===== src/rtl/axi4_mem_arbiter.sv =====
// Two-master to one-slave AXI4 arbiter: round-robin AR/AW grants, source bit prepended to IDs,
// and a write-order queue that steers the W channel in AW acceptance order.
module axi4_mem_arbiter #(
    parameter int ID_W     = 5,
    parameter int ADDR_W   = 32,
    parameter int DATA_W   = 64,
    parameter int WQ_DEPTH = 4
) (
    input  logic                clk,
    input  logic                reset,
    // slave port 0 (core)
    input  logic [ID_W-1:0]     S0_AXI_awid,
    input  logic [ADDR_W-1:0]   S0_AXI_awaddr,
    input  logic [7:0]          S0_AXI_awlen,
    input  logic [2:0]          S0_AXI_awsize,
    input  logic [1:0]          S0_AXI_awburst,
    input  logic                S0_AXI_awlock,
    input  logic [3:0]          S0_AXI_awcache,
    input  logic [2:0]          S0_AXI_awprot,
    input  logic [3:0]          S0_AXI_awqos,
    input  logic                S0_AXI_awvalid,
    output logic                S0_AXI_awready,
    input  logic [DATA_W-1:0]   S0_AXI_wdata,
    input  logic [DATA_W/8-1:0] S0_AXI_wstrb,
    input  logic                S0_AXI_wlast,
    input  logic                S0_AXI_wvalid,
    output logic                S0_AXI_wready,
    output logic [ID_W-1:0]     S0_AXI_bid,
    output logic [1:0]          S0_AXI_bresp,
    output logic                S0_AXI_bvalid,
    input  logic                S0_AXI_bready,
    input  logic [ID_W-1:0]     S0_AXI_arid,
    input  logic [ADDR_W-1:0]   S0_AXI_araddr,
    input  logic [7:0]          S0_AXI_arlen,
    input  logic [2:0]          S0_AXI_arsize,
    input  logic [1:0]          S0_AXI_arburst,
    input  logic                S0_AXI_arlock,
    input  logic [3:0]          S0_AXI_arcache,
    input  logic [2:0]          S0_AXI_arprot,
    input  logic [3:0]          S0_AXI_arqos,
    input  logic                S0_AXI_arvalid,
    output logic                S0_AXI_arready,
    output logic [ID_W-1:0]     S0_AXI_rid,
    output logic [DATA_W-1:0]   S0_AXI_rdata,
    output logic [1:0]          S0_AXI_rresp,
    output logic                S0_AXI_rlast,
    output logic                S0_AXI_rvalid,
    input  logic                S0_AXI_rready,
    // slave port 1
    input  logic [ID_W-1:0]     S1_AXI_awid,
    input  logic [ADDR_W-1:0]   S1_AXI_awaddr,
    input  logic [7:0]          S1_AXI_awlen,
    input  logic [2:0]          S1_AXI_awsize,
    input  logic [1:0]          S1_AXI_awburst,
    input  logic                S1_AXI_awlock,
    input  logic [3:0]          S1_AXI_awcache,
    input  logic [2:0]          S1_AXI_awprot,
    input  logic [3:0]          S1_AXI_awqos,
    input  logic                S1_AXI_awvalid,
    output logic                S1_AXI_awready,
    input  logic [DATA_W-1:0]   S1_AXI_wdata,
    input  logic [DATA_W/8-1:0] S1_AXI_wstrb,
    input  logic                S1_AXI_wlast,
    input  logic                S1_AXI_wvalid,
    output logic                S1_AXI_wready,
    output logic [ID_W-1:0]     S1_AXI_bid,
    output logic [1:0]          S1_AXI_bresp,
    output logic                S1_AXI_bvalid,
    input  logic                S1_AXI_bready,
    input  logic [ID_W-1:0]     S1_AXI_arid,
    input  logic [ADDR_W-1:0]   S1_AXI_araddr,
    input  logic [7:0]          S1_AXI_arlen,
    input  logic [2:0]          S1_AXI_arsize,
    input  logic [1:0]          S1_AXI_arburst,
    input  logic                S1_AXI_arlock,
    input  logic [3:0]          S1_AXI_arcache,
    input  logic [2:0]          S1_AXI_arprot,
    input  logic [3:0]          S1_AXI_arqos,
    input  logic                S1_AXI_arvalid,
    output logic                S1_AXI_arready,
    output logic [ID_W-1:0]     S1_AXI_rid,
    output logic [DATA_W-1:0]   S1_AXI_rdata,
    output logic [1:0]          S1_AXI_rresp,
    output logic                S1_AXI_rlast,
    output logic                S1_AXI_rvalid,
    input  logic                S1_AXI_rready,
    // master port to the memory controller
    output logic [ID_W:0]       M_AXI_awid,
    output logic [ADDR_W-1:0]   M_AXI_awaddr,
    output logic [7:0]          M_AXI_awlen,
    output logic [2:0]          M_AXI_awsize,
    output logic [1:0]          M_AXI_awburst,
    output logic                M_AXI_awlock,
    output logic [3:0]          M_AXI_awcache,
    output logic [2:0]          M_AXI_awprot,
    output logic [3:0]          M_AXI_awqos,
    output logic                M_AXI_awvalid,
    input  logic                M_AXI_awready,
    output logic [DATA_W-1:0]   M_AXI_wdata,
    output logic [DATA_W/8-1:0] M_AXI_wstrb,
    output logic                M_AXI_wlast,
    output logic                M_AXI_wvalid,
    input  logic                M_AXI_wready,
    input  logic [ID_W:0]       M_AXI_bid,
    input  logic [1:0]          M_AXI_bresp,
    input  logic                M_AXI_bvalid,
    output logic                M_AXI_bready,
    output logic [ID_W:0]       M_AXI_arid,
    output logic [ADDR_W-1:0]   M_AXI_araddr,
    output logic [7:0]          M_AXI_arlen,
    output logic [2:0]          M_AXI_arsize,
    output logic [1:0]          M_AXI_arburst,
    output logic                M_AXI_arlock,
    output logic [3:0]          M_AXI_arcache,
    output logic [2:0]          M_AXI_arprot,
    output logic [3:0]          M_AXI_arqos,
    output logic                M_AXI_arvalid,
    input  logic                M_AXI_arready,
    input  logic [ID_W:0]       M_AXI_rid,
    input  logic [DATA_W-1:0]   M_AXI_rdata,
    input  logic [1:0]          M_AXI_rresp,
    input  logic                M_AXI_rlast,
    input  logic                M_AXI_rvalid,
    output logic                M_AXI_rready
);
    localparam int PTR_W = $clog2(WQ_DEPTH);
    localparam int CNT_W = PTR_W + 1;

    typedef enum logic {ARB_IDLE, ARB_LOCKED} arb_state_t;

    arb_state_t ar_state, ar_state_nxt, aw_state, aw_state_nxt;
    logic ar_gnt_held, ar_gnt_held_nxt, rr_ar, rr_ar_nxt, ar_sel, ar_req, ar_hs;
    logic aw_gnt_held, aw_gnt_held_nxt, rr_aw, rr_aw_nxt, aw_sel, aw_req, aw_hs;

    logic [WQ_DEPTH-1:0] wq_mem;
    logic [PTR_W-1:0]    wq_wr_ptr, wq_rd_ptr;
    logic [CNT_W-1:0]    wq_cnt;
    logic wq_full, wq_empty, wq_head, wq_push, wq_pop, w_vld;

    always_comb begin
        ar_sel          = ar_gnt_held;
        ar_state_nxt    = ar_state;
        ar_gnt_held_nxt = ar_gnt_held;
        rr_ar_nxt       = rr_ar;
        if (ar_state == ARB_IDLE)
            ar_sel = (S0_AXI_arvalid && S1_AXI_arvalid) ? rr_ar : S1_AXI_arvalid;
        ar_req = ar_sel ? S1_AXI_arvalid : S0_AXI_arvalid;
        ar_hs  = ar_req && M_AXI_arready;
        if (ar_hs) begin
            ar_state_nxt = ARB_IDLE;
            rr_ar_nxt    = ~ar_sel;
        end else if (ar_req) begin
            // freeze the grant so the presented address cannot change before ready
            ar_state_nxt    = ARB_LOCKED;
            ar_gnt_held_nxt = ar_sel;
        end
    end

    always_comb begin
        aw_sel          = aw_gnt_held;
        aw_state_nxt    = aw_state;
        aw_gnt_held_nxt = aw_gnt_held;
        rr_aw_nxt       = rr_aw;
        if (aw_state == ARB_IDLE)
            aw_sel = (S0_AXI_awvalid && S1_AXI_awvalid) ? rr_aw : S1_AXI_awvalid;
        // fullness only gates a fresh grant; a locked grant already owns a queue slot
        aw_req = (aw_state == ARB_IDLE && wq_full) ? 1'b0
                                                    : (aw_sel ? S1_AXI_awvalid : S0_AXI_awvalid);
        aw_hs  = aw_req && M_AXI_awready;
        if (aw_hs) begin
            aw_state_nxt = ARB_IDLE;
            rr_aw_nxt    = ~aw_sel;
        end else if (aw_req) begin
            aw_state_nxt    = ARB_LOCKED;
            aw_gnt_held_nxt = aw_sel;
        end
    end

    assign wq_full  = (wq_cnt == CNT_W'(WQ_DEPTH));
    assign wq_empty = (wq_cnt == '0);
    assign wq_head  = wq_mem[wq_rd_ptr];
    assign wq_push  = aw_hs;
    assign w_vld    = !wq_empty && (wq_head ? S1_AXI_wvalid : S0_AXI_wvalid);
    assign wq_pop   = w_vld && M_AXI_wready && M_AXI_wlast;

    always_ff @(posedge clk or posedge reset) begin
        if (reset) begin
            ar_state    <= ARB_IDLE;
            ar_gnt_held <= 1'b0;
            rr_ar       <= 1'b0;
            aw_state    <= ARB_IDLE;
            aw_gnt_held <= 1'b0;
            rr_aw       <= 1'b0;
            wq_wr_ptr   <= '0;
            wq_rd_ptr   <= '0;
            wq_cnt      <= '0;
        end else begin
            ar_state    <= ar_state_nxt;
            ar_gnt_held <= ar_gnt_held_nxt;
            rr_ar       <= rr_ar_nxt;
            aw_state    <= aw_state_nxt;
            aw_gnt_held <= aw_gnt_held_nxt;
            rr_aw       <= rr_aw_nxt;
            if (wq_push) wq_wr_ptr <= wq_wr_ptr + PTR_W'(1);
            if (wq_pop)  wq_rd_ptr <= wq_rd_ptr + PTR_W'(1);
            case ({wq_push, wq_pop})
                2'b10:   wq_cnt <= wq_cnt + CNT_W'(1);
                2'b01:   wq_cnt <= wq_cnt - CNT_W'(1);
                default: wq_cnt <= wq_cnt;
            endcase
        end
    end

    always_ff @(posedge clk) begin
        if (wq_push) wq_mem[wq_wr_ptr] <= aw_sel;
    end

    // address channels: payload follows the grant, handshakes are gated off during reset
    assign M_AXI_arvalid  = ar_req && !reset;
    assign S0_AXI_arready = !reset && !ar_sel && ar_req && M_AXI_arready;
    assign S1_AXI_arready = !reset &&  ar_sel && ar_req && M_AXI_arready;
    assign M_AXI_arid     = {ar_sel, ar_sel ? S1_AXI_arid : S0_AXI_arid};
    assign M_AXI_araddr   = ar_sel ? S1_AXI_araddr  : S0_AXI_araddr;
    assign M_AXI_arlen    = ar_sel ? S1_AXI_arlen   : S0_AXI_arlen;
    assign M_AXI_arsize   = ar_sel ? S1_AXI_arsize  : S0_AXI_arsize;
    assign M_AXI_arburst  = ar_sel ? S1_AXI_arburst : S0_AXI_arburst;
    assign M_AXI_arlock   = ar_sel ? S1_AXI_arlock  : S0_AXI_arlock;
    assign M_AXI_arcache  = ar_sel ? S1_AXI_arcache : S0_AXI_arcache;
    assign M_AXI_arprot   = ar_sel ? S1_AXI_arprot  : S0_AXI_arprot;
    assign M_AXI_arqos    = ar_sel ? S1_AXI_arqos   : S0_AXI_arqos;

    assign M_AXI_awvalid  = aw_req && !reset;
    assign S0_AXI_awready = !reset && !aw_sel && aw_req && M_AXI_awready;
    assign S1_AXI_awready = !reset &&  aw_sel && aw_req && M_AXI_awready;
    assign M_AXI_awid     = {aw_sel, aw_sel ? S1_AXI_awid : S0_AXI_awid};
    assign M_AXI_awaddr   = aw_sel ? S1_AXI_awaddr  : S0_AXI_awaddr;
    assign M_AXI_awlen    = aw_sel ? S1_AXI_awlen   : S0_AXI_awlen;
    assign M_AXI_awsize   = aw_sel ? S1_AXI_awsize  : S0_AXI_awsize;
    assign M_AXI_awburst  = aw_sel ? S1_AXI_awburst : S0_AXI_awburst;
    assign M_AXI_awlock   = aw_sel ? S1_AXI_awlock  : S0_AXI_awlock;
    assign M_AXI_awcache  = aw_sel ? S1_AXI_awcache : S0_AXI_awcache;
    assign M_AXI_awprot   = aw_sel ? S1_AXI_awprot  : S0_AXI_awprot;
    assign M_AXI_awqos    = aw_sel ? S1_AXI_awqos   : S0_AXI_awqos;

    assign M_AXI_wvalid   = w_vld && !reset;
    assign M_AXI_wdata    = wq_head ? S1_AXI_wdata : S0_AXI_wdata;
    assign M_AXI_wstrb    = wq_head ? S1_AXI_wstrb : S0_AXI_wstrb;
    assign M_AXI_wlast    = wq_head ? S1_AXI_wlast : S0_AXI_wlast;
    assign S0_AXI_wready  = !reset && !wq_empty && !wq_head && M_AXI_wready;
    assign S1_AXI_wready  = !reset && !wq_empty &&  wq_head && M_AXI_wready;

    // responses are steered by the source bit on top of the returned ID
    assign S0_AXI_rvalid  = !reset && M_AXI_rvalid && !M_AXI_rid[ID_W];
    assign S1_AXI_rvalid  = !reset && M_AXI_rvalid &&  M_AXI_rid[ID_W];
    assign M_AXI_rready   = !reset && (M_AXI_rid[ID_W] ? S1_AXI_rready : S0_AXI_rready);
    assign S0_AXI_rid     = M_AXI_rid[ID_W-1:0];
    assign S1_AXI_rid     = M_AXI_rid[ID_W-1:0];
    assign S0_AXI_rdata   = M_AXI_rdata;
    assign S1_AXI_rdata   = M_AXI_rdata;
    assign S0_AXI_rresp   = M_AXI_rresp;
    assign S1_AXI_rresp   = M_AXI_rresp;
    assign S0_AXI_rlast   = M_AXI_rlast;
    assign S1_AXI_rlast   = M_AXI_rlast;

    assign S0_AXI_bvalid  = !reset && M_AXI_bvalid && !M_AXI_bid[ID_W];
    assign S1_AXI_bvalid  = !reset && M_AXI_bvalid &&  M_AXI_bid[ID_W];
    assign M_AXI_bready   = !reset && (M_AXI_bid[ID_W] ? S1_AXI_bready : S0_AXI_bready);
    assign S0_AXI_bid     = M_AXI_bid[ID_W-1:0];
    assign S1_AXI_bid     = M_AXI_bid[ID_W-1:0];
    assign S0_AXI_bresp   = M_AXI_bresp;
    assign S1_AXI_bresp   = M_AXI_bresp;
endmodule

===== config.mk =====
export PLATFORM = sky130hd
export DESIGN_NAME = axi4_mem_arbiter
export DESIGN_NICKNAME = d
export VERILOG_FILES = /design/src/rtl/axi4_mem_arbiter.sv
export SDC_FILE = /design/constraint.sdc
export NUM_CORES = 1
export LEC_CHECK = 0
export ABC_AREA = 1
export BUFFER_PORTS_ARGS = -buffer_cell sky130_fd_sc_hd__buf_2
export CAP_MARGIN = 15
export CORE_AREA = 2 2 340 342
export CTS_CLUSTER_DIAMETER = 50
export DETAILED_ROUTE_END_ITERATION = 8
export DIE_AREA = 0 0 342 344
export PLACE_DENSITY = 0.3
export REMOVE_ABC_BUFFERS = 1
export SYNTH_ARGS = -nofsm -noshare
export SYNTH_HDL_FRONTEND = slang
export SYNTH_SLANG_ARGS = --single-unit

===== constraint.sdc =====
create_clock -name clk -period 2.9 [get_ports clk]
set_input_delay 0.58 -clock clk [delete_from_list [all_inputs] [get_ports clk]]
set_output_delay 0.58 -clock clk [all_outputs]
set_load 0.01 [all_outputs]

* After elaboration in Yosys (flattened, before gate mapping)
Index checks and enable logic that the tools add are counted.
Operators by class: add/subtract/negate cells 4, $lt $le $gt $ge 3, eq/ne operators 3, mux-type cells 41, bitwise gates (word level) 5, reduce and logical (&&, ||, !) cells 50
Operator list (count):
- 32-bit two-way mux | 2
- 64-bit two-way mux | 1
- 1-bit logical AND | 37
- 8-bit two-way mux | 3
- 1-bit two-way mux | 19
- 4-bit two-way mux | 4
- 3-bit two-way mux | 4
- 5-bit two-way mux | 2
- 1-bit logical NOT | 7
- 2-bit by 3-bit < comparator with 1-bit output, second input constant | 2
- 3-bit case mux with 2 select lines | 1
- 2-bit nonzero test | 3
- 1-bit NOT | 5
- 2-bit by 1-bit adder with 2-bit output, second input constant | 2
- 4-bit bitwise mux | 1
- 2-bit two-way mux | 2
- 2-bit AND reduction | 2
- 3-bit by 1-bit adder with 3-bit output, second input constant | 1
- 3-bit == test, second input constant | 1
- 3-bit logical NOT | 1
- 3-bit by 1-bit subtractor with 3-bit output, second input constant | 1
- 1-bit binary-select mux with 2-bit select | 1
- 1-bit demux with 2-bit select | 1
- 2-bit by 1-bit == test with 1-bit output, second input constant | 1
- 2 further kinds | 2
Word-level totals: bits in registers 17, bits of input ports 492, output and inout port bits 372, logic and storage cells 116

* Logic depth before layout (Yosys ltp)
Gate-level depths: netlist of run 1.
word-level depth 8, mapped depth 15, depth with buffers taken out 15

* Least setup slack after synthesis of run 1
No wires, ideal clock.
path type input to register, from input S0_AXI_awvalid, to register wq_cnt[2], library setup time 0.131 ns, arrival time 2.051 ns, data required time 2.769 ns, slack 0.718 ns, cell stages on the path 10, path buffers 0, cells stage by stage inv_1 > o211ai_1 > nand3_1 > nand4_2 > ha_1 > inv_1 > fa_1 > a21oi_1 > o21ai_0 > xor2_1
Between the ends: cells in the longest elaborated chain, start to end 8, elaborated cells on any way between the ends 10, classes of those cells eq/ne (2); mux (5); reduce/logical (3)
Ends and longest elaborated chain:
- start, declared | RTL line 21 | input logic S0_AXI_awvalid,
- 1-bit logical AND | RTL line 165 | aw_sel = (S0_AXI_awvalid && S1_AXI_awvalid) ? rr_aw : S1_AXI_awvalid;
- 1-bit two-way mux | RTL line 165
- 1-bit two-way mux | RTL line 164 | if (aw_state == ARB_IDLE)
- 1-bit two-way mux * | RTL line 168 | : (aw_sel ? S1_AXI_awvalid : S0_AXI_awvalid);
- 1-bit two-way mux * | RTL line 167 | aw_req = (aw_state == ARB_IDLE && wq_full) ? 1'b0
- 1-bit logical AND * | RTL line 169 | aw_hs = aw_req && M_AXI_awready;
- 2-bit by 1-bit == test with 1-bit output / 2-bit == test (equally long branches) | RTL line 206 | case ({wq_push, wq_pop})
- 3-bit case mux with 2 select lines / 2-bit nonzero test (equally long branches)
- end signal, assigned | RTL line 207 | 2'b10: wq_cnt <= wq_cnt + CNT_W'(1);
- end signal, assigned | RTL line 208 | 2'b01: wq_cnt <= wq_cnt - CNT_W'(1);
- end signal, assigned | RTL line 209 | default: wq_cnt <= wq_cnt;
- end, declared | RTL line 137 | logic [CNT_W-1:0] wq_cnt;
Every way passes the cells marked *; elsewhere a longest branch is shown, timed or not. A chain may end at the register's enable or synchronous reset.

* Worst setup path after layout of run 1
from register wq_rd_ptr[0], to output M_AXI_wdata[56]
Between the ends: cells in the longest elaborated chain, start to end 3
Ends and longest elaborated chain:
- start, declared | RTL line 136 | logic [PTR_W-1:0] wq_wr_ptr, wq_rd_ptr;
- start signal, assigned | RTL line 205 | if (wq_pop) wq_rd_ptr <= wq_rd_ptr + PTR_W'(1);
- 1-bit binary-select mux with 2-bit select | RTL line 181 | assign wq_head = wq_mem[wq_rd_ptr];
- 1-bit two-way mux (implied by the code) | RTL line 181
- 64-bit two-way mux | RTL line 246 | assign M_AXI_wdata = wq_head ? S1_AXI_wdata : S0_AXI_wdata;
- end, declared | RTL line 99 | output logic [DATA_W-1:0] M_AXI_wdata,
Every way passes these cells. The select of a mux whose other input is x is not followed.

==> metrics.txt, run 1 <==
depth of the most critical reg-to-reg path 14; final hold slack 494 ps; number of enable-type register cells in the synthesized netlist 4; final standard cell count with taps included and fillers excluded 2894; final setup violation count 0; share of final-layout standard cells stronger than drive strength 1 47.4%; minimum clock period 2550 ps; Async S/R FF share, synth 76.5%; via count of the first global-routing pass 7500; number of buffers inserted by post-CTS setup repair 0; start point of the worst hold path aw_gnt_held; number of distinct library cell variants in the gate-level netlist after synthesis 26; register clock-pin slew on the reported worst setup and hold paths 60 ps; Setup crit end kind output port; Via-to-Cell Ratio 2.77; H-Tree Level Count 1; NumNets Final 1877; type of the worst min-delay path reg2reg; Crit Path Class reg2out; DRC Markers 0; top area cells in the synthesized netlist nand2_1 49%, buf_4 26%, dfrtp_1 6.8%; flip-flop and latch count after synthesis 17; gpl congestion 0.739; list of most frequent post-synthesis cells 629 x nand2_1, 167 x buf_4, 26 x inv_1; worst skew pair latency 260 ps; number of CTS-inserted buffers 3; final number of hold-violating endpoints 0; VDD IR max 0.000540 V; via count 8002; count of buffers from port buffering 626; routed wire length per instance 23.0 µm; Avg Cell Area, Syn 5.09 µm²; Required @ worst endpoint 2320 ps; warnings from Yosys 0; area share of the largest cell type after synthesis 49.3%; pin slew with the least headroom to its limit 439 ps; largest buffer count on any clock path 2; Clock Root Buffer clkbuf_16; most area-hungry cell type in the Yosys netlist nand2_1; starting utilization of the core area 4.21%; Main synth FF type dfrtp_1; Max Fclk 392 MHz; final count of pins violating max slew 0; Post-Syn Area 4790 µm²; core area 114000 µm²; Tot GR Track Use 10.6%; Final HPWL DP 58100 µm; register-to-register setup slack 550 ps; most instantiated library cell after synthesis nand2_1; hold buffer count at CTS 0; final wirelength 66400 µm; setup repair after global routing missed its margin no; post-cts gate resize count 0; worst path arrival time 1970 ps; endpoint of the worst setup timing path M_AXI_wdata[56]; number of antenna violations at the first check in global routing 64; result of the run finished clean; setup TNS 0 ps; TritonCTS clock tree done; y dimension of the die 344 µm; cell total after placement 2886; Die Wd 342 µm; pin count of the biggest net entering global routing 74; layout-stage area growth over the synthesis result 79.4%; Final ANT Viol Nets 0; capturing point of the worst reg2reg path wq_cnt[2]; violation count after the first detailed-routing iteration 456; relative slew slack 70.7%; standard-cell row count 124; total congestion overflow after global routing 0; drt pass-1 iters 5; Startpoint Class flop; Post-Syn Instances 941; reported max-cap violation count 0; Worst Path Max Fanout 72; final critical-path share of the clock period 87.9%; die area 118000 µm²; leakage power summed over all cells 4.94 nW; portion of the post-synthesis area used by sequential elements 9.30%; Clock Skew 6.03 ps; critical path launch point wq_rd_ptr[0]; startpoint of the worst-slack reg-to-reg timing path wq_rd_ptr[0]; boundary pin count 864; pwr dens 768 nW/µm²; global-route wire length before repair 79900 µm; total clock sinks 17
==> where the power goes <==
part           total, mW  leakage (nW)  internal (mW)  switching, mW
clock              0.299        0.0371          0.187          0.112
combinational       5.87          4.71           2.00           3.87
sequential         0.434         0.194          0.354         0.0795
==> cell type report <==
type	count	area [µm²]
timing repair buffer	636	3280
sequential	17	445
multi-input combinational	692	2770
inverter	29	109
fill	13741	105000
antenna	4	10.0
clock buffer	3	75.1
tap	1512	1890
clock inverter	1	7.51
==> metal layers <==
metal	wire, µm	up-vias	global-route usage (%)
met5	1240	-	6.61
met4	924	44	1.14
met3	14700	115	10.6
met2	24500	887	14.1
met1	25000	3431	11.5
li1	-	3525	-
==> logic make-up after synthesis <==
family	count (synthesis)	share of synthesized area (%)
xor+xnor	3	0.549
flops	17	9.30
compound gates	12	1.36
buf+inv	232	33.3
fa+ha+maj	6	1.72
simple gates	671	53.7
==> worst min path at each step <==
stage | to | slack [ps] | cells past startpoint
after floorplan | aw_gnt_held | 450 | 2
after global placement | aw_gnt_held | 480 | 2
after detailed placement | aw_gnt_held | 470 | 2
after CTS | aw_gnt_held | 490 | 2
after global routing | wq_cnt[0] | 520 | 1
final | aw_gnt_held | 490 | 2
==> critical path: stages (launching register included) <==
cell and delay [ps]:
dfrtp_1 440, inv_2 100, nand2_1 70, nand2_1 60
nand2_1 80, nand2_4 100, buf_12 260, nand2_1 250
nand2_1 100, buf_2 130
==> flip-flops by register name (all words and copies together) (netlist names), 2 cells and up <==
| signal | flops |
|---|---|
| wq_wr_ptr | 2 |
| wq_mem | 4 |
| wq_cnt | 3 |
| wq_rd_ptr | 2 |
==> cells in the final DEF, fill, tap and decap left out, drive strengths merged <==
cell type / Yosys / final
edfxtp: 4 / 4
o21ai: 8 / 8
buf: 201 / 636
diode: 0 / 4
xnor2: 1 / 1
o211ai: 2 / 2
or2: 1 / 1
dfrtp: 13 / 13
nor2: 17 / 17
nor3: 8 / 8
nand3: 10 / 10
clkinvlp: 0 / 1
ha: 5 / 5
clkbuf: 2 / 3
nand4: 4 / 4
fa: 1 / 1
inv: 29 / 29
xor2: 2 / 2
nand2: 631 / 631
a21oi: 2 / 2
==> metrics by stage <==
step           power (mW)  utilization, %  cell area [µm²]  worst slack, ps
6_report             6.60            7.55             8590              350
5_1_grt              7.31            7.54             8590              220
4_1_cts              6.78            7.54             8580              337
3_5_place_dp         6.45            7.46             8500              369
3_3_place_gp         6.49            7.46             8500              370
2_1_floorplan        3.40               -             3300             -714
(Power assumes the default switching activity.)
==> run 2, diff against run 1 <==
--- a/config.mk
+++ b/config.mk
@@ -8,11 +8,13 @@
 export ABC_AREA = 1
 export BUFFER_PORTS_ARGS = -buffer_cell sky130_fd_sc_hd__buf_2
 export CAP_MARGIN = 15
-export CORE_AREA = 2 2 340 342
+export CELL_PAD_IN_SITES_DETAIL_PLACEMENT = 2
+export CELL_PAD_IN_SITES_GLOBAL_PLACEMENT = 2
+export CORE_AREA = 2 2 335 337
 export CTS_CLUSTER_DIAMETER = 50
 export DETAILED_ROUTE_END_ITERATION = 8
-export DIE_AREA = 0 0 342 344
-export PLACE_DENSITY = 0.3
+export DIE_AREA = 0 0 337 339
+export PLACE_DENSITY = 0.54
 export REMOVE_ABC_BUFFERS = 1
 export SYNTH_ARGS = -nofsm -noshare
 export SYNTH_HDL_FRONTEND = slang
==> constraint.sdc (replaced) <==
create_clock -name clk -period 2.07 [get_ports clk]
set_input_delay 0.414 -clock clk [delete_from_list [all_inputs] [get_ports clk]]
set_output_delay 0.414 -clock clk [all_outputs]
set_load 0.01 [all_outputs]
==> metrics.txt, run 2 (synthesis results as in run 1) <==
result of the run finished, violations left; violated checks setup timing; die area 114000 µm²; Max Fclk 449 MHz; worst path arrival time 1810 ps; pin count of the biggest net entering global routing 26; relative slew slack 83.4%; cell total after placement 2907; pwr dens 1410 nW/µm²; number of CTS-inserted buffers 3; gpl congestion 0.814; Final HPWL DP 60400 µm; minimum clock period 2230 ps; largest buffer count on any clock path 2; Final ANT Viol Nets 0; leading cell types in the layout, fill and taps excluded 516 x buf_2, 348 x nand2_1, 167 x nand2_2, 122 x buf_6, 113 x nand2_4; Worst Path Max Fanout 7; final setup violation count 194; Tot GR Track Use 12.0%; depth of the most critical reg-to-reg path 16; most common cell after layout, fill and taps aside buf_2; Setup crit end kind output port; Filler Cell Count 13267; final standard cell count with taps included and fillers excluded 2984; worst skew pair latency 250 ps; Die Wd 337 µm; Required @ worst endpoint 1660 ps; violation count after the first detailed-routing iteration 370; global-route wire length before repair 90300 µm; Clock Skew 5.64 ps; reported max-cap violation count 0; Clock Root Buffer clkbuf_16; share of final-layout standard cells stronger than drive strength 1 71.3%; total clock sinks 17; setup repair after global routing missed its margin yes; number of antenna violations at the first check in global routing 49; via count of the first global-routing pass 9014; final number of hold-violating endpoints 0; final critical-path share of the clock period 108%; setup TNS -16660 ps; TritonCTS clock tree done; register clock-pin slew on the reported worst setup and hold paths 60 ps; boundary pin count 864; layout-stage area growth over the synthesis result 160%; core area 110000 µm²; Via-to-Cell Ratio 2.95; final hold slack 301 ps; final wirelength 74700 µm; hold buffer count at CTS 0; routed wire length per instance 25.0 µm; placement-stage worst setup slack -256 ps; via count 8790; startpoint of the worst-slack reg-to-reg timing path wq_rd_ptr[0]; crit path setup slack, layout -157 ps; y dimension of the die 339 µm; flip-flop count of the largest register after layout 4; Startpoint Class flop; Crit Path Class reg2out; final count of pins violating max slew 0; largest register by flop count wq_mem; starting utilization of the core area 4.34%; pin slew with the least headroom to its limit 248 ps; NumNets Final 1990; count of buffers from port buffering 626; register-to-register setup slack -50 ps; VDD IR max 0.000427 V; H-Tree Level Count 1; total congestion overflow after global routing 0; post-layout util 11.3%; standard-cell row count 122; capturing point of the worst reg2reg path wq_cnt[2]; drt pass-1 iters 4; registers with the most flip-flops wq_mem (4), wq_cnt (3); leakage power summed over all cells 6.57 nW; type of the worst min-delay path in2async; DRC Markers 0
[run 2: cell types whose count changed in the layout (fill, tap and decap cells not counted), sizes merged]
cell,before,now
buf,636,736
diode,4,5
clkinvlp,1,0
clkbuf,3,17
[run 2: final cells by class]
| type | count | area [µm²] | share of cell area [%] |
|---|---|---|---|
| Timing Repair Buffer | 749 | 5780 | 46.3 |
| Multi-Input combinational cell | 692 | 4180 | 33.5 |
| Tap cell | 1488 | 1860 | 14.9 |
| Sequential cell | 17 | 445 | 3.57 |
| Inverter | 29 | 116 | 0.933 |
| Clock buffer | 4 | 78.8 | 0.632 |
| Antenna cell | 5 | 12.5 | 0.100 |
[run 2: per-layer routing]
layer	share of wire, %	vias up	GRT usage (%)
met4	1.8	38	1.35
met2	39	807	16.8
met1	39	4041	12.9
met5	1.9	-	7.32
li1	-	3781	-
met3	18	123	11.3
[run 2: worst max-delay path by stage]
stage / endpoint / from / slack, ps / cells past startpoint
final: M_AXI_awcache[2] / aw_state / -160 / 11
after global routing: M_AXI_wdata[26] / wq_rd_ptr[0] / -270 / 11
after CTS: S1_AXI_awready / aw_state / -170 / 10
after detailed placement: wq_cnt[2] / wq_rd_ptr[0] / -260 / 14
after global placement: wq_cnt[2] / wq_rd_ptr[0] / -250 / 14
after floorplan: wq_cnt[2] / wq_rd_ptr[0] / -1210 / 14
[run 2: critical path, cell delays in order, from the launching register on]
cell and delay [ps]:
dfrtp_1 410, inv_2 80, o211ai_1 100, buf_4 160, nand2_4 80, inv_2 40
buf_12 140, buf_12 140, buf_12 140, nand2_4 60, nand2_4 50, buf_6 130
[run 2: timing repair]
| action | CTS | global route |
|---|---|---|
| gates cloned | 18 | 15 |
| gates resized for setup | 212 | 422 |
| pin swaps | 20 | 73 |
| setup buffers | 30 | 13 |
| setup endpoints to repair | 202 | 209 |
[run 2: metrics by stage]
| step | cell area (µm²) | power, mW |
|---|---|---|
| 6_report | 12500 | 17.5 |
| 5_1_grt | 12500 | 18.6 |
| 4_1_cts | 10600 | 14.4 |
| 3_5_place_dp | 8910 | 10.0 |
| 3_3_place_gp | 8910 | 9.96 |
| 2_1_floorplan | 3300 | 4.76 |
[run 2: where the power goes]
part	total [mW]	switching (mW)	internal, mW
Clock	0.399	0.137	0.262
Combinational	16.5	8.47	8.06
Sequential	0.604	0.107	0.497
==> run 3, diff against run 2 <==
--- a/config.mk
+++ b/config.mk
@@ -14,8 +14,10 @@
 export CTS_CLUSTER_DIAMETER = 50
 export DETAILED_ROUTE_END_ITERATION = 8
 export DIE_AREA = 0 0 337 339
+export GPL_TIMING_DRIVEN = 0
 export PLACE_DENSITY = 0.54
 export REMOVE_ABC_BUFFERS = 1
+export SLEW_MARGIN = 20
 export SYNTH_ARGS = -nofsm -noshare
 export SYNTH_HDL_FRONTEND = slang
 export SYNTH_SLANG_ARGS = --single-unit
==> constraint.sdc (replaced) <==
create_clock -name clk -period 1.9 [get_ports clk]
set_input_delay 0.38 -clock clk [delete_from_list [all_inputs] [get_ports clk]]
set_output_delay 0.38 -clock clk [all_outputs]
set_load 0.01 [all_outputs]
==> metrics.txt, run 3 (synthesis results as in run 1) <==
Final HPWL DP 59400 µm; depth of the most critical reg-to-reg path 15; type of the worst min-delay path in2async; Startpoint Class flop; routed wire length per instance 27.2 µm; core area 110000 µm²; final critical-path share of the clock period 120%; pin count of the biggest net entering global routing 34; largest buffer count on any clock path 2; Most common cell on crit path nand2_4; flip-flop count of the largest register after layout 4; minimum clock period 2270 ps; DRC Markers 0; critical path's largest stage delay 470 ps; Final ANT Viol Nets 0; TritonCTS clock tree done; startpoint of the worst-slack reg-to-reg timing path wq_rd_ptr[0]; crit-path cells inv_4, nand2_4, nand2_4, nand2_4, nand2_8, nor2_4, nor2_4, nand3_2, inv_2, ha_4, inv_4, fa_2, a21oi_2, o21ai_2, xor2_1; pin slew with the least headroom to its limit 302 ps; final setup violation count 207; number of buffer and inverter instances along the worst setup path 3; capturing point of the worst reg2reg path wq_cnt[2]; cell total after placement 2856; post-layout util 12.1%; global-route wire length before repair 98100 µm; count of buffers from port buffering 626; number of antenna violations at the first check in global routing 43; worst path arrival time 2400 ps; largest register by flop count wq_mem; Crit Path Class reg2reg; crit path setup slack, layout -375 ps; drt pass-1 iters 4; most common cell after layout, fill and taps aside buf_2; Setup crit end kind flop; placement-stage worst setup slack -1010 ps; leading cell types in the layout, fill and taps excluded 490 x buf_2, 267 x nand2_1, 184 x nand2_2, 151 x nand2_4, 142 x buf_6; gpl congestion 0.760; boundary pin count 864; Via-to-Cell Ratio 2.96; Filler Cell Count 13230; total clock sinks 17; pwr dens 1540 nW/µm²; hold buffer count at CTS 0; reported max-cap violation count 0; violation count after the first detailed-routing iteration 334; die area 114000 µm²; cell family contributing the most delay on the critical path simple AND/OR/NAND/NOR gates; leakage power summed over all cells 6.86 nW; final number of hold-violating endpoints 0; Clock Skew 2.98 ps; Max Fclk 440 MHz; registers with the most flip-flops wq_mem (4), wq_cnt (3); y dimension of the die 339 µm; total congestion overflow after global routing 0; Required @ worst endpoint 2020 ps; H-Tree Level Count 1; violated checks setup timing; layout-stage area growth over the synthesis result 180%; final hold slack 358 ps; register-to-register setup slack -370 ps; result of the run finished, violations left; Tot GR Track Use 13.2%; final standard cell count with taps included and fillers excluded 2977; Critical-path top delay cell dfrtp_2; worst skew pair latency 250 ps; VDD IR max 0.000823 V; number of CTS-inserted buffers 3; share of final-layout standard cells stronger than drive strength 1 77.0%; starting utilization of the core area 4.34%; via count 8798; register clock-pin slew on the reported worst setup and hold paths 50 ps; final count of pins violating max slew 0; standard-cell row count 122; Clock Root Buffer clkbuf_16; via count of the first global-routing pass 8979; final wirelength 81100 µm; setup repair after global routing missed its margin yes; Worst Path Max Fanout 5; Die Wd 337 µm; NumNets Final 1980; relative slew slack 79.8%
[run 3: cell types whose count changed in the layout (fill, tap and decap cells not counted), sizes merged]
cell / before / now
clkbuf: 17 / 5
diode: 5 / 8
buf: 736 / 721
inv: 29 / 36
clkinvlp: 0 / 1
nand2: 631 / 634
clkinv: 0 / 6
[run 3: layout make-up]
cell class	instances	area (µm²)	area share, %
Multi-Input combinational cell	695	5040	37.6
Sequential cell	17	448	3.34
Tap cell	1488	1860	13.9
Timing Repair Buffer	722	5470	40.8
Inverter	29	160	1.20
Clock buffer	4	78.8	0.588
Timing Repair inverter	14	314	2.34
Antenna cell	8	20.0	0.149
[run 3: worst max-delay path by stage]
| stage | start | end | cells after the start |
|---|---|---|---|
| after global placement | S0_AXI_awvalid | S1_AXI_awready | 7 |
| after floorplan | wq_rd_ptr[0] | wq_cnt[2] | 14 |
| final | wq_rd_ptr[0] | wq_cnt[2] | 15 |
| after global routing | wq_rd_ptr[0] | wq_cnt[2] | 15 |
| after detailed placement | S0_AXI_arvalid | M_AXI_arlen[5] | 9 |
| after CTS | wq_rd_ptr[0] | M_AXI_wdata[55] | 10 |
[run 3: routing by layer]
metal  up-vias  wire (µm)  track usage (%)
li1       3760          -                -
met1      4126      31500             15.0
met2       788      33100             18.8
met3        94      14900             11.7
met4        30        817            0.725
met5         -        777             5.45
[run 3: report_power, final]
group	internal, mW	leakage [nW]	switching, mW	total [mW]
Combinational	8.54	6.63	10.9	19.5
Clock	0.285	0.0382	0.138	0.422
Sequential	0.546	0.192	0.154	0.701
[run 3: worst reg2reg max path: stages (launching register included)]
cell and delay [ps]:
dfrtp_2 470, inv_4 110, nand2_4 70, nand2_4 60
nand2_4 60, nand2_8 90, nor2_4 50, nor2_4 110
nand3_2 100, inv_2 80, ha_4 130, inv_4 40
fa_2 360, a21oi_2 180, o21ai_2 80, xor2_1 150
[run 3: per-stage QoR]
stage	area, µm²	setup TNS [ps]	power, mW
global route	13400	-66380	22.1
CTS	11600	-53190	18.1
global placement	8300	-583500	8.11
finish	13400	-49540	20.6
detailed placement	8430	-104900	10.2
floorplan	3300	-188420	5.19
[run 3: timing repair]
item,4_1_cts,5_1_grt
hold endpoints to repair,0,0
gates resized for setup,532,361
pin swaps,77,120
gates cloned,34,4
setup buffers,50,32
setup endpoints to repair,215,211
